[src/rtl/ps2_pkg.sv]
// Shared types and byte constants for the PS/2 keyboard receiver.
// Covers frame FSM states, set-2 prefix bytes and controller response codes.
package ps2_pkg;

    typedef enum logic [1:0] {
        StIdle,
        StData,
        StParity,
        StStop
    } ps2_state_e;

    localparam logic [7:0] PFX_EXT    = 8'hE0;
    localparam logic [7:0] PFX_REL    = 8'hF0;
    localparam logic [7:0] PFX_PAUSE  = 8'hE1;
    localparam logic [2:0] PAUSE_TAIL = 3'd7;

    localparam logic [7:0] BAT    = 8'hAA;
    localparam logic [7:0] ACK    = 8'hFA;
    localparam logic [7:0] ECHO   = 8'hEE;
    localparam logic [7:0] RESEND = 8'hFE;
    localparam logic [7:0] ERR0   = 8'h00;
    localparam logic [7:0] ERR1   = 8'hFF;

    // Controller responses are passed as raw bytes and never become key events.
    function automatic logic is_response(input logic [7:0] b);
        return (b == BAT) || (b == ACK) || (b == ECHO) ||
               (b == RESEND) || (b == ERR0) || (b == ERR1);
    endfunction

endpackage

[src/rtl/ps2_edge_filter.sv]
// Synchronises the PS/2 clock and data lines, debounces the clock and
// emits a registered one-cycle strobe on each filtered falling edge.
module ps2_edge_filter #(
    parameter int unsigned FILTER_LEN = 4
) (
    input  logic clk_i,
    input  logic rst_i,
    input  logic clk_line_i,
    input  logic data_line_i,
    output logic data_o,
    output logic fall_o
);

    logic [1:0] clk_sync_q;
    logic [1:0] data_sync_q;
    logic       filt_q, filt_d;
    logic [3:0] cnt_q, cnt_d;
    logic       fall_q, fall_d;

    // Synchronisers reset to the idle-high line level so release never looks like an edge.
    always_ff @(posedge clk_i or posedge rst_i) begin
        if (rst_i) begin
            clk_sync_q  <= 2'b11;
            data_sync_q <= 2'b11;
            filt_q      <= 1'b1;
            cnt_q       <= 4'd0;
            fall_q      <= 1'b0;
        end else begin
            clk_sync_q  <= {clk_sync_q[0], clk_line_i};
            data_sync_q <= {data_sync_q[0], data_line_i};
            filt_q      <= filt_d;
            cnt_q       <= cnt_d;
            fall_q      <= fall_d;
        end
    end

    always_comb begin
        filt_d = filt_q;
        cnt_d  = 4'd0;
        fall_d = 1'b0;
        if (clk_sync_q[1] != filt_q) begin
            if (cnt_q == 4'(FILTER_LEN - 1)) begin
                filt_d = clk_sync_q[1];
                fall_d = filt_q;
            end else begin
                cnt_d = cnt_q + 4'd1;
            end
        end
    end

    assign data_o = data_sync_q[1];
    assign fall_o = fall_q;

endmodule

[src/rtl/ps2_key_rx.sv]
// PS/2 keyboard frame receiver: deserialises 11-bit frames and folds set-2
// prefixes (E0, F0, E1 pause) into single key events.
module ps2_key_rx
    import ps2_pkg::*;
#(
    parameter int unsigned FILTER_LEN = 4,
    parameter int unsigned TIMEOUT    = 8000
) (
    input  logic       clk_sys_i,
    input  logic       reset_i,
    input  logic       ps2_clk_i,
    input  logic       ps2_data_i,
    output logic [7:0] rx_byte_o,
    output logic       rx_valid_o,
    output logic       key_strobe_o,
    output logic [7:0] key_code_o,
    output logic       key_extended_o,
    output logic       key_pressed_o,
    output logic       frame_err_o
);

    localparam int unsigned TW = $clog2(TIMEOUT + 1);
    localparam logic [TW-1:0] TimeoutCnt = TW'(TIMEOUT);

    logic fall;
    logic sample;

    ps2_edge_filter #(
        .FILTER_LEN (FILTER_LEN)
    ) u_filter (
        .clk_i       (clk_sys_i),
        .rst_i       (reset_i),
        .clk_line_i  (ps2_clk_i),
        .data_line_i (ps2_data_i),
        .data_o      (sample),
        .fall_o      (fall)
    );

    ps2_state_e    state_q, state_d;
    logic [2:0]    bit_cnt_q, bit_cnt_d;
    logic [7:0]    shift_q, shift_d;
    logic          par_q, par_d;
    logic          ok_q, ok_d;
    logic [TW-1:0] to_cnt_q, to_cnt_d;
    logic          ext_q, ext_d;
    logic          rel_q, rel_d;
    logic [2:0]    pause_q, pause_d;

    logic [7:0]    rx_byte_q, rx_byte_d;
    logic          rx_valid_q, rx_valid_d;
    logic          key_strobe_q, key_strobe_d;
    logic [7:0]    key_code_q, key_code_d;
    logic          key_ext_q, key_ext_d;
    logic          key_pressed_q, key_pressed_d;
    logic          frame_err_q, frame_err_d;

    logic          accept;
    logic          err;

    always_ff @(posedge clk_sys_i or posedge reset_i) begin
        if (reset_i) begin
            state_q       <= StIdle;
            bit_cnt_q     <= 3'd0;
            shift_q       <= 8'd0;
            par_q         <= 1'b0;
            ok_q          <= 1'b0;
            to_cnt_q      <= '0;
            ext_q         <= 1'b0;
            rel_q         <= 1'b0;
            pause_q       <= 3'd0;
            rx_byte_q     <= 8'd0;
            rx_valid_q    <= 1'b0;
            key_strobe_q  <= 1'b0;
            key_code_q    <= 8'd0;
            key_ext_q     <= 1'b0;
            key_pressed_q <= 1'b0;
            frame_err_q   <= 1'b0;
        end else begin
            state_q       <= state_d;
            bit_cnt_q     <= bit_cnt_d;
            shift_q       <= shift_d;
            par_q         <= par_d;
            ok_q          <= ok_d;
            to_cnt_q      <= to_cnt_d;
            ext_q         <= ext_d;
            rel_q         <= rel_d;
            pause_q       <= pause_d;
            rx_byte_q     <= rx_byte_d;
            rx_valid_q    <= rx_valid_d;
            key_strobe_q  <= key_strobe_d;
            key_code_q    <= key_code_d;
            key_ext_q     <= key_ext_d;
            key_pressed_q <= key_pressed_d;
            frame_err_q   <= frame_err_d;
        end
    end

    // Frame FSM: advances on filtered falls, or aborts on the mid-frame timeout.
    always_comb begin
        state_d   = state_q;
        bit_cnt_d = bit_cnt_q;
        shift_d   = shift_q;
        par_d     = par_q;
        ok_d      = ok_q;
        to_cnt_d  = '0;
        accept    = 1'b0;
        err       = 1'b0;

        if (state_q != StIdle) begin
            to_cnt_d = to_cnt_q + TW'(1);
        end

        if (fall) begin
            to_cnt_d = '0;
            unique case (state_q)
                StIdle: begin
                    if (!sample) begin
                        state_d   = StData;
                        bit_cnt_d = 3'd0;
                        par_d     = 1'b1;
                    end else begin
                        err = 1'b1;
                    end
                end
                StData: begin
                    shift_d   = {sample, shift_q[7:1]};
                    par_d     = par_q ^ sample;
                    bit_cnt_d = bit_cnt_q + 3'd1;
                    if (bit_cnt_q == 3'd7) begin
                        state_d = StParity;
                    end
                end
                StParity: begin
                    ok_d    = (sample == par_q);
                    state_d = StStop;
                end
                StStop: begin
                    state_d = StIdle;
                    if (sample && ok_q) begin
                        accept = 1'b1;
                    end else begin
                        err = 1'b1;
                    end
                end
            endcase
        end else if ((state_q != StIdle) && (to_cnt_d == TimeoutCnt)) begin
            state_d  = StIdle;
            to_cnt_d = '0;
            err      = 1'b1;
        end
    end

    // Byte classification; outputs register one cycle after the stop-bit fall.
    always_comb begin
        ext_d         = ext_q;
        rel_d         = rel_q;
        pause_d       = pause_q;
        rx_byte_d     = rx_byte_q;
        rx_valid_d    = 1'b0;
        key_strobe_d  = 1'b0;
        key_code_d    = key_code_q;
        key_ext_d     = key_ext_q;
        key_pressed_d = key_pressed_q;
        frame_err_d   = 1'b0;

        if (err) begin
            frame_err_d = 1'b1;
            ext_d       = 1'b0;
            rel_d       = 1'b0;
            pause_d     = 3'd0;
        end

        if (accept) begin
            rx_byte_d  = shift_q;
            rx_valid_d = 1'b1;
            if (pause_q != 3'd0) begin
                pause_d = pause_q - 3'd1;
            end else if (shift_q == PFX_PAUSE) begin
                pause_d = PAUSE_TAIL;
            end else if (shift_q == PFX_EXT) begin
                ext_d = 1'b1;
            end else if (shift_q == PFX_REL) begin
                rel_d = 1'b1;
            end else if (!is_response(shift_q)) begin
                key_strobe_d  = 1'b1;
                key_code_d    = shift_q;
                key_ext_d     = ext_q;
                key_pressed_d = ~rel_q;
                ext_d         = 1'b0;
                rel_d         = 1'b0;
            end
        end
    end

    assign rx_byte_o      = rx_byte_q;
    assign rx_valid_o     = rx_valid_q;
    assign key_strobe_o   = key_strobe_q;
    assign key_code_o     = key_code_q;
    assign key_extended_o = key_ext_q;
    assign key_pressed_o  = key_pressed_q;
    assign frame_err_o    = frame_err_q;

endmodule

[config.mk]
export PLATFORM = sky130hd
export DESIGN_NAME = ps2_key_rx
export DESIGN_NICKNAME = d
export VERILOG_FILES = /design/src/rtl/ps2_pkg.sv /design/src/rtl/ps2_edge_filter.sv /design/src/rtl/ps2_key_rx.sv
export SDC_FILE = /design/constraint.sdc
export NUM_CORES = 1
export LEC_CHECK = 0
export BUFFER_PORTS_ARGS = -buffer_cell sky130_fd_sc_hd__buf_2
export CORE_ASPECT_RATIO = 1.75
export CORE_MARGIN = 2
export CORE_UTILIZATION = 50
export CTS_CLUSTER_SIZE = 30
export DETAILED_ROUTE_END_ITERATION = 8
export HOLD_SLACK_MARGIN = 0.08
export MAX_ROUTING_LAYER = met4
export PLACE_DENSITY = 0.69
export REMOVE_ABC_BUFFERS = 1
export SETUP_SLACK_MARGIN = 0.5
export SLEW_MARGIN = 15
export SYNTH_ARGS = -nofsm -noshare
export SYNTH_HDL_FRONTEND = slang
export SYNTH_SLANG_ARGS = --single-unit
[constraint.sdc]
create_clock -name clk_sys_i -period 1.99 [get_ports clk_sys_i]
set_input_delay 0.0995 -clock clk_sys_i [delete_from_list [all_inputs] [get_ports clk_sys_i]]
set_output_delay 0.0995 -clock clk_sys_i [all_outputs]
set_load 0.05 [all_outputs]
==> flow_metrics.tcl <==
set metrics [dict create \
    worstMarginPinSlew_ps 472.1 \
    rows 37 \
    finClkSkew_ps 5.819 \
    slew_headroom 0.6819 \
    wl_per_cell_microns 15.54 \
    core_area_sq_um 5879 \
    yosys.area.top_type "dfrtp_1" \
    design_area_sq_um 3961 \
    cts.path.max_buffers 2 \
    clk_latency_ps 340 \
    rsz0062_at_grt "yes" \
    fin_tns_setup_ps 0 \
    drt_iter0_drc 163 \
    drc 0 \
    peakVddDrop_mv 0.5328 \
    p_leak_nw 1.930 \
    seq_area_frac_synth 0.5275 \
    n_antenna_cell 0 \
    reg2reg_from "to_cnt_q[0]" \
    dp_hpwl_microns 4627 \
    setup_viol 0 \
    gp_congestion 0.8918 \
    worst_r2r_endpoint "state_q[1]" \
    grt_max_degree 31 \
    path_class "flop to flop" \
    grt_pass1_vias 2475 \
    final_common_cell "dfrtp_1" \
    fp.dieH_microns 107.3 \
    synth_cell_types 54 \
    drv_cap 0 \
    die_w_microns 63.02 \
    finalCritPeriodShare 0.9830 \
    path_clk_slew_ps 70 \
    setup.worst_path.end "state_q[1]" \
    final_layout_size_suffix_gt1_frac 0.4072 \
    synth_top_area_frac 0.4844 \
    nNetsFinal 371 \
    grtUsageTotal 0.2232 \
    vias 2404 \
    outcome "finished clean" \
    grt_pass1_wl_microns 11360 \
    critPathArrivalTime_ps 2160 \
    slew_violations 0 \
    viasPerCell 5.476 \
    start_util 0.5184 \
    grt.overflow.total 0 \
    hold_violations 0 \
    antenna_found_initial 0 \
    cp_max_fo 7 \
    dr.pass1.iters 4 \
    antenna_left 0 \
    max_freq_ghz 0.5112 \
    nFillCells 444 \
    cts_buffers 9 \
    root_buffer "clkbuf_8" \
    ys_top_cells_by_area "dfrtp_1 48%, nand2_1 4.8%, mux2_2 4.4%, dfstp_2 4.3%, ha_1 4.1%" \
    die-area_sq_um 6761 \
    clock_sinks 64 \
    async_flop_share 1.000 \
    reg2reg_slack_ps 30 \
    mostFrequentLayoutCells "53 x dfrtp_1, 38 x nand2_1, 33 x buf_4" \
    placed_area_sq_um 3398 \
    syn_inst 290 \
    hp-class "primary input to async pin" \
    io_pins 25 \
    ys.flop_type "dfrtp_1" \
    area_growth_pct 29.97 \
    htreeDepth 3 \
    routed_wl_microns 6820 \
    worstRegToRegCells 7 \
    avgSynthCellArea_sq_um 10.51 \
    fin_crit_ps 1956 \
    required_ps 2200 \
    io_buffers 24 \
    power.density_nw_per_um2 757.6 \
    netlist_area_sq_um 3048 \
    critPathLaunchType "flop" \
    ys_seq_elements 64 \
    yosys_warnings 0 \
    cp-startpoint "to_cnt_q[0]" \
    synth_edf_count 0 \
    critPathCaptureType "flop" \
    cts_tree "yes" \
]
-- metrics by stage --
| stage | setup WS [ps] | total power, mW | instances | utilization | hold WS [ps] |
|---|---|---|---|---|---|
| 2_1_floorplan | -231.5 | 1.731 | 277 | - | 104.0 |
| 3_3_place_gp | 55.43 | 1.878 | 405 | 0.5780 | 69.82 |
| 3_5_place_dp | -24.05 | 1.896 | 405 | 0.5780 | 71.77 |
| 4_1_cts | 34.29 | 2.934 | 431 | 0.6395 | 249.9 |
| 5_1_grt | -84.75 | 3.171 | 439 | 0.6738 | 290.4 |
| 6_report | 33.74 | 3.001 | 439 | 0.6738 | 258.1 |
-- where the power goes --
| group | leakage [nW] | switching, mW | internal [mW] |
|---|---|---|---|
| logic | 0.984 | 0.313 | 0.247 |
| registers | 0.858 | 0.0716 | 1.38 |
| clock network | 0.0882 | 0.481 | 0.509 |
| total | 1.93 | 0.865 | 2.14 |
-- layer usage --
metal,GRT usage,share of wire
met5,-,0
met3,0.03975,0.026
met1,0.2195,0.38
met2,0.4073,0.57
met4,0.1254,0.024
-- worst max-delay path, stage by stage (launching register included) --
cell	delay, ps
dfrtp_1	400
buf_6	130
nand3_4	80
nor4b_4	300
xor2_1	240
nand4_2	180
nor3_4	350
o22ai_1	130
-- layout make-up --
cell class / count / area, sq um / area share
Multi-Input combinational cell: 200 / 1528 / 0.3857
Clock inverter: 3 / 17.52 / 0.004422
Clock buffer: 12 / 155.1 / 0.03917
Sequential cell: 64 / 1615 / 0.4078
Inverter: 13 / 48.80 / 0.01232
Timing Repair Buffer: 69 / 499.2 / 0.1260
Tap cell: 78 / 97.59 / 0.02464
-- Yosys cell counts (4+ instances only) --
cell type / number
clkbuf_1: 9
ha_1: 10
xnor2_1: 6
dfstp_2: 5
nor4_1: 4
xor2_1: 10
nor3_1: 6
and3_1: 5
o21ai_0: 11
nor2_1: 19
mux2_2: 12
nand4_1: 6
a21oi_1: 10
dfrtp_1: 59
nand2_1: 39
nor3b_1: 5
inv_1: 13
nand3_1: 8
o22ai_1: 4
-- cells by family after synthesis --
kind of cell,Yosys count,share of synthesized area
simple gates,116,0.2036
flops,64,0.5275
compound gates,40,0.08005
buf+inv,26,0.03653
mux,17,0.06199
xor+xnor,16,0.04598
fa+ha+maj,11,0.04434
-- state kept, by name, indices dropped and copies added (netlist names), 3 cells and up --
signal	count
key_code_o	8
pause_q	3
shift_q	8
bit_cnt_q	3
rx_byte_o	8
to_cnt_q	13
u_filter.cnt_q	4
-- worst min path at each step --
stage	to	depth (start not counted)
floorplan	u_filter.clk_sync_q[0]	0
global placement	u_filter.cnt_q[3]	2
detailed placement	u_filter.cnt_q[3]	2
CTS	pause_q[2]	3
global route	u_filter.cnt_q[3]	3
finish	pause_q[2]	3
-- repair_timing --
action,in CTS,in global routing
pin swaps,16,13
gates resized for setup,26,35
setup buffers,8,8
endpoints found under the setup margin,34,43
cloned,0,0
hold endpoints to repair,15,0
hold buffers,3,0
(Power assumes the default switching activity.)
